===== src/rtl/note_sequencer_pkg.sv =====
// Shared definitions for the note sequencer: step-word layout, FSM encoding
// and the minimum tempo used to keep a gap between consecutive notes.
package note_sequencer_pkg;

    localparam int WORD_W    = 17;
    localparam int REST_BIT  = 16;
    localparam int GATE_MSB  = 15;
    localparam int GATE_LSB  = 12;
    localparam int GATE_W    = GATE_MSB - GATE_LSB + 1;
    localparam int COUNT_W   = 12;
    localparam int TEMPO_MIN = 2;

    localparam logic [1:0] S_IDLE  = 2'd0;
    localparam logic [1:0] S_FETCH = 2'd1;
    localparam logic [1:0] S_GATE  = 2'd2;
    localparam logic [1:0] S_GAP   = 2'd3;

    typedef struct packed {
        logic               rest;
        logic [GATE_W-1:0]  gate;
        logic [COUNT_W-1:0] count;
    } step_word_t;

    // Builds a step word from its fields.
    function automatic logic [WORD_W-1:0] packStep(
        input logic               rest,
        input logic [GATE_W-1:0]  gate,
        input logic [COUNT_W-1:0] count
    );
        return {rest, gate, count};
    endfunction

endpackage


===== src/rtl/seq_step_ram.sv =====
// Pattern memory: one write port and one synchronous read-first read port.
module seq_step_ram
    import note_sequencer_pkg::*;
#(
    parameter int STEPS = 16,
    parameter int IW    = $clog2(STEPS)
) (
    input  logic              i_clk,
    input  logic              i_wrEn,
    input  logic [IW-1:0]     i_wrAddr,
    input  logic [WORD_W-1:0] i_wrData,
    input  logic [IW-1:0]     i_rdAddr,
    output logic [WORD_W-1:0] o_rdData
);

    logic [WORD_W-1:0] r_mem [STEPS];

    // A same-address write lands after the read samples the old word.
    always_ff @(posedge i_clk) begin
        if (i_wrEn) begin
            r_mem[i_wrAddr] <= i_wrData;
        end
        o_rdData <= r_mem[i_rdAddr];
    end

endmodule


===== src/rtl/note_sequencer.sv =====
// Step sequencer that walks a programmable pattern and drives oscillator pitch
// and ADSR gate, paced by the envelope-rate tick strobe.
module note_sequencer
    import note_sequencer_pkg::*;
#(
    parameter  int STEPS   = 16,
    parameter  int TEMPO_W = 8,
    localparam int IW      = $clog2(STEPS)
) (
    input  logic               i_clk,
    input  logic               i_rst,
    input  logic               i_tick,
    input  logic               i_run,
    input  logic [TEMPO_W-1:0] i_tempo,
    input  logic [IW-1:0]      i_lastStep,
    input  logic               i_wrEn,
    input  logic [IW-1:0]      i_wrAddr,
    input  logic [WORD_W-1:0]  i_wrData,
    output logic [COUNT_W-1:0] o_oscCount,
    output logic               o_trig,
    output logic [IW-1:0]      o_stepIdx,
    output logic               o_stepStb,
    output logic               o_busy
);

    logic [1:0]         r_state;
    logic [TEMPO_W-1:0] r_stepCnt;
    logic [GATE_W-1:0]  r_gateCnt;

    logic [WORD_W-1:0]  w_rdData;
    step_word_t         w_word;
    logic [IW-1:0]      w_nextIdx;
    logic [IW-1:0]      w_rdAddr;
    logic [TEMPO_W-1:0] w_tempoEff;
    logic [TEMPO_W-1:0] w_gateLimit;
    logic [TEMPO_W-1:0] w_gateWide;
    logic [TEMPO_W-1:0] w_gateEff;

    assign w_word = w_rdData;

    // An index at or past last_step wraps, so lowering last_step mid-pattern is safe.
    assign w_nextIdx = (o_stepIdx >= i_lastStep) ? '0 : o_stepIdx + IW'(1);

    // In GAP the read is aimed at the next step so its word is ready during FETCH.
    assign w_rdAddr = (r_state == S_GAP) ? w_nextIdx : o_stepIdx;

    assign w_tempoEff  = (i_tempo < TEMPO_W'(TEMPO_MIN)) ? TEMPO_W'(TEMPO_MIN) : i_tempo;
    assign w_gateLimit = w_tempoEff - TEMPO_W'(1);
    assign w_gateWide  = TEMPO_W'(w_word.gate);
    assign w_gateEff   = (w_gateWide < w_gateLimit) ? w_gateWide : w_gateLimit;

    seq_step_ram #(
        .STEPS (STEPS),
        .IW    (IW)
    ) u_ram (
        .i_clk    (i_clk),
        .i_wrEn   (i_wrEn),
        .i_wrAddr (i_wrAddr),
        .i_wrData (i_wrData),
        .i_rdAddr (w_rdAddr),
        .o_rdData (w_rdData)
    );

    always_ff @(posedge i_clk) begin
        if (i_rst) begin
            r_state    <= S_IDLE;
            r_stepCnt  <= '0;
            r_gateCnt  <= '0;
            o_oscCount <= '0;
            o_trig     <= 1'b0;
            o_stepIdx  <= '0;
            o_stepStb  <= 1'b0;
            o_busy     <= 1'b0;
        end else begin
            o_stepStb <= 1'b0;
            // Stopping keeps the pitch so the release tail stays in tune.
            if (!i_run) begin
                r_state   <= S_IDLE;
                o_trig    <= 1'b0;
                o_stepIdx <= '0;
                o_busy    <= 1'b0;
            end else begin
                case (r_state)
                    S_IDLE: begin
                        if (i_tick) begin
                            r_state <= S_FETCH;
                            o_busy  <= 1'b1;
                        end
                    end
                    S_FETCH: begin
                        o_stepStb <= 1'b1;
                        r_stepCnt <= w_tempoEff;
                        r_gateCnt <= GATE_W'(w_gateEff);
                        if (!w_word.rest) begin
                            o_oscCount <= w_word.count;
                        end
                        if (w_word.rest || (w_gateEff == '0)) begin
                            r_state <= S_GAP;
                            o_trig  <= 1'b0;
                        end else begin
                            r_state <= S_GATE;
                            o_trig  <= 1'b1;
                        end
                    end
                    S_GATE: begin
                        if (i_tick) begin
                            r_stepCnt <= r_stepCnt - TEMPO_W'(1);
                            r_gateCnt <= r_gateCnt - GATE_W'(1);
                            if (r_gateCnt == GATE_W'(1)) begin
                                o_trig  <= 1'b0;
                                r_state <= S_GAP;
                            end
                        end
                    end
                    S_GAP: begin
                        if (i_tick) begin
                            r_stepCnt <= r_stepCnt - TEMPO_W'(1);
                            if (r_stepCnt == TEMPO_W'(1)) begin
                                o_stepIdx <= w_nextIdx;
                                r_state   <= S_FETCH;
                            end
                        end
                    end
                    default: begin
                        r_state <= S_IDLE;
                        o_trig  <= 1'b0;
                        o_busy  <= 1'b0;
                    end
                endcase
            end
        end
    end

endmodule

===== config.mk =====
export PLATFORM = sky130hd
export DESIGN_NAME = note_sequencer
export DESIGN_NICKNAME = d
export VERILOG_FILES = /design/src/rtl/note_sequencer_pkg.sv /design/src/rtl/seq_step_ram.sv /design/src/rtl/note_sequencer.sv
export SDC_FILE = /design/constraint.sdc
export NUM_CORES = 1
export LEC_CHECK = 0
export CAP_MARGIN = 0
export CORE_MARGIN = 1.5
export CORE_UTILIZATION = 36
export CTS_CLUSTER_DIAMETER = 150
export DETAILED_ROUTE_END_ITERATION = 6
export PLACE_DENSITY = 0.51
export SETUP_SLACK_MARGIN = 0.02
export SLEW_MARGIN = 10
export SYNTH_ARGS = -nofsm -noshare
export SYNTH_HDL_FRONTEND = slang
export SYNTH_SLANG_ARGS = --single-unit

===== constraint.sdc =====
create_clock -name i_clk -period 3.8 [get_ports i_clk]
set_input_delay 0.76 -clock i_clk [delete_from_list [all_inputs] [get_ports i_clk]]
set_output_delay 0.76 -clock i_clk [all_outputs]
set_load 0.02 [all_outputs]

==> results.json <==
{
  "status": "completed",
  "finalWirelength_um": 30870,
  "compound_cell_area_share_of_the_yosys_netlist_pct": 9.804,
  "synth-seq-area-share_pct": 68.88,
  "dominant_combinational_cell_family_by_area_after_synthesis": "multiplexers",
  "post_synth_xor_area_fraction_pct": 0.06580,
  "cp_slowest_cell": "sky130_fd_sc_hd__clkdlybuf4s50_1",
  "max_cap_violations": 0,
  "most-common-layout-cells": "272 x sky130_fd_sc_hd__edfxtp_1, 100 x sky130_fd_sc_hd__mux2i_1, 84 x sky130_fd_sc_hd__nand2_1",
  "post_synth_instance_area_um2": 13310,
  "clock_tree_from_tritoncts": "done",
  "root_buffer": "sky130_fd_sc_hd__clkbuf_16",
  "worstSkewPairLatency_ps": 520,
  "worstPathBufferInverterCount": 1,
  "rsz_0062_raised_after_global_routing": "no",
  "grt_max_degree": 50,
  "postSynthAreaPerCell_um2": 14.33,
  "die_y_um": 195.3,
  "total_cell_area_at_the_placement_stage_um2": 14760,
  "syn-instance-count": 929,
  "tightestPinTransition_ps": 827.1,
  "worstPathMaxFanout": 7,
  "gp_routability_congestion": 0.8047,
  "cts-buffers-inserted": 35,
  "min_period_ps": 3191,
  "timing.final.max_slew_violations": 0,
  "cp_cell_sequence": "clkdlybuf4s50_1 -> nor2_4 -> nand2_1 -> o41ai_2 -> ha_1 -> xnor2_1 -> ha_1 -> o21ai_0 -> nand2b_1 -> o311ai_1 -> a311o_4 -> mux2i_1 -> o2bb2ai_1 -> a311oi_1",
  "cts.repair_timing.setup_buffer_count": 0,
  "antenna_cells_inserted": 0,
  "synth_warnings": 0,
  "synth.area.mux_share_pct": 10.48,
  "yosys.area_share.simple_pct": 6.815,
  "initialDrtViolationCount": 439,
  "dr.pass1.iters": 5,
  "boundary_pins": 57,
  "critPathLaunchType": "input pin",
  "route.detailed.wl_per_inst_um": 20.32,
  "number_of_synthesized_register_bits": 322,
  "timing.final.setup_violations": 0,
  "stdcell_area_um2": 15900,
  "number_of_distinct_library_cell_variants_in_the_gate_level_netlist_after_synthesis": 65,
  "final_hold_fails": 0,
  "final_min_period_over_clock_period_pct": 83.96,
  "n_fill_cell": 3258,
  "synth_enable_flop_cells": 272,
  "num-nets-final": 1079,
  "commonest_non_fill_non_tap_cell_in_the_layout": "sky130_fd_sc_hd__edfxtp_1",
  "post_cts_resize_count": 0,
  "initial_utilization_pct": 36.45,
  "fin_skew_ps": 20.08,
  "grt_pass1_vias": 7870,
  "number_of_antenna_violations_at_the_first_check_in_global_routing": 0,
  "total_leakage_power_nw": 5.398,
  "synthToLayoutAreaGrowth_pct": 19.46,
  "async_reset_ff_share_pct": 0,
  "first_pass_grt_wire_length_um": 47530,
  "total_power_consumption_of_the_routed_design_mw": 7.539,
  "peakVddDrop_uv": 272.4,
  "drc": 0,
  "min-delay-path-class": "flip-flop to flip-flop",
  "via_count": 7802,
  "worst_hold_startpoint": "u_ram.o_rdData[0]",
  "critPathRequiredTime_ps": 4220,
  "grt_remaining_overflow": 0,
  "critical_path.max_stage_delay_ps": 460,
  "synth_flop_cell": "sky130_fd_sc_hd__edfxtp_1",
  "htree_levels": 2,
  "layout-drive-gt1-share_pct": 13.80,
  "worst_hold_slack_ps": 432.4,
  "post_synth_fa_ha_maj_area_fraction_pct": 1.598,
  "timing_worst_setup_path_type": "input pin to flip-flop",
  "critical_path.most_common_cell": "sky130_fd_sc_hd__ha_1",
  "die_footprint_um2": 38140,
  "grtUsageTotal_pct": 16.46,
  "postCtsHoldBufs": 0,
  "power.density_cell_area_nw_per_um2": 474.1,
  "worst_setup_hold_path_clk_slew_ps": 60,
  "critical_path.reg2reg.startpoint": "o_stepIdx[0]",
  "critical_path.startpoint": "i_tempo[7]",
  "routed_via_density": 5.136,
  "die_width_um": 195.3,
  "clock.fmax_ghz": 0.3134,
  "synthesis.nets": 984,
  "final_antenna_net_count": 0,
  "dp.final_hpwl_um": 19040,
  "cts.sink_count": 322,
  "setup.worst_path.end_class": "flip-flop",
  "cp.arrival_ps": 3610,
  "placementRows": 70,
  "cts_max_path_buffers": 3,
  "timing.max_slew.rel_slack_pct": 44.66,
  "worst_path_dominant_cell_family": "compound AO/OA/AOI/OAI gates",
  "total_of_buffers_placed_on_input_and_output_ports": 56,
  "core_region_area_um2": 36520,
  "finalSetupTns_ps": 0
}
## registers in the layout, indices dropped and copies added, names as in the netlist
name            flops
r_stepCnt           8
u_ram.o_rdData     17
o_stepStb           1
u_ram.r_mem       272
o_trig              1
o_stepIdx           4
o_busy              1
r_gateCnt           4
o_oscCount         12
r_state             2
## metal layers
metal | GRT usage [%] | part of all wire (%)
met1 | 22.73 | 47
met4 | 4.364 | 2.0
met5 | 0 | 0
met2 | 27.01 | 47
met3 | 2.642 | 3.7
## final cells by class
| type | instances | area, um^2 | area share (%) |
|---|---|---|---|
| tap | 468 | 585.6 | 3.682 |
| sequential | 322 | 9169 | 57.66 |
| timing repair buffer | 106 | 1049 | 6.594 |
| clock inverter | 17 | 143.9 | 0.9049 |
| clock buffer | 47 | 993.5 | 6.248 |
| multi-input combinational | 540 | 3890 | 24.46 |
| inverter | 19 | 71.32 | 0.4485 |
## path summary, 6_finish.rpt
check / endpoint / slack [ps] / depth (start not counted)
max: r_state[0] / 610 / 14
min: o_oscCount[0] / 430 / 2
max reg2reg: u_ram.o_rdData[7] / 1010 / 10
min reg2reg: o_oscCount[0] / 430 / 2
## worst min-delay path: cells and delay by family (launching register included)
family | cells | cell delay [ps]
AOI/OAI and AO/OA | 1 | 50
DFF | 1 | 300
and+or+nand+nor | 1 | 40
## logic make-up (layout without fill, tap and decap cells)
| logic type | Yosys count | count (layout) |
|---|---|---|
| flops | 322 | 322 |
| simple gates | 195 | 195 |
| compound gates | 192 | 192 |
| mux | 135 | 135 |
| buf+inv | 67 | 189 |
| fa+ha+maj | 17 | 17 |
| xor+xnor | 1 | 1 |
## where the power goes
group          switching, mW  internal (mW)  leakage [nW]
sequential            0.0243           3.90          2.87
combinational          0.180          0.119          1.97
clock                   1.34           1.98         0.560
## cell usage after synthesis, types with 2 or more instances
master                     count  area share (%)
sky130_fd_sc_hd__buf_4         4            0.23
sky130_fd_sc_hd__or2_2         2           0.094
sky130_fd_sc_hd__nand4_1       2           0.094
sky130_fd_sc_hd__nor3b_1       2            0.11
sky130_fd_sc_hd__mux2i_1     100             7.5
sky130_fd_sc_hd__nor2b_1       4            0.19
sky130_fd_sc_hd__buf_2        14            0.53
sky130_fd_sc_hd__or3_1         6            0.28
sky130_fd_sc_hd__edfxtp_1    272              61
sky130_fd_sc_hd__o311ai_0      2            0.13
sky130_fd_sc_hd__nor3_1        7            0.26
sky130_fd_sc_hd__dfxtp_1      50             7.5
sky130_fd_sc_hd__nand2b_1      7            0.33
sky130_fd_sc_hd__nor4_1        3            0.14
sky130_fd_sc_hd__nand2_1      84             2.4
sky130_fd_sc_hd__a21oi_1      72             2.7
sky130_fd_sc_hd__a211oi_1      4            0.23
sky130_fd_sc_hd__nor2_1       50             1.4
sky130_fd_sc_hd__o21a_1        3            0.17
sky130_fd_sc_hd__and3_1        2           0.094
sky130_fd_sc_hd__o211ai_1      6            0.34
sky130_fd_sc_hd__o22ai_1      21            0.99
sky130_fd_sc_hd__ha_1         17             1.6
sky130_fd_sc_hd__inv_1        19            0.54
sky130_fd_sc_hd__a31oi_1       4            0.19
sky130_fd_sc_hd__o21ai_0      13            0.49
sky130_fd_sc_hd__a22oi_1      32             1.8
sky130_fd_sc_hd__clkbuf_1     25            0.70
sky130_fd_sc_hd__buf_6         4            0.34
sky130_fd_sc_hd__nand3b_1      4            0.23
sky130_fd_sc_hd__mux2_2       12             1.0
sky130_fd_sc_hd__nand3_1      10            0.38
sky130_fd_sc_hd__and2_1        2           0.094
sky130_fd_sc_hd__mux2_1       23             1.9
sky130_fd_sc_hd__a221o_1      17             1.3
## through the flow
step / std cells / worst slack, ps / util (%)
detailed placement: 1455 / 95.15 / 40.42
CTS: 1519 / 614.3 / 43.54
floorplan: 929 / 439.2 / -
global route: 1519 / 307.1 / 43.54
global placement: 1455 / 132.4 / 40.42
finish: 1519 / 609.5 / 43.54
Note: power is estimated with default switching activity, not from simulation.
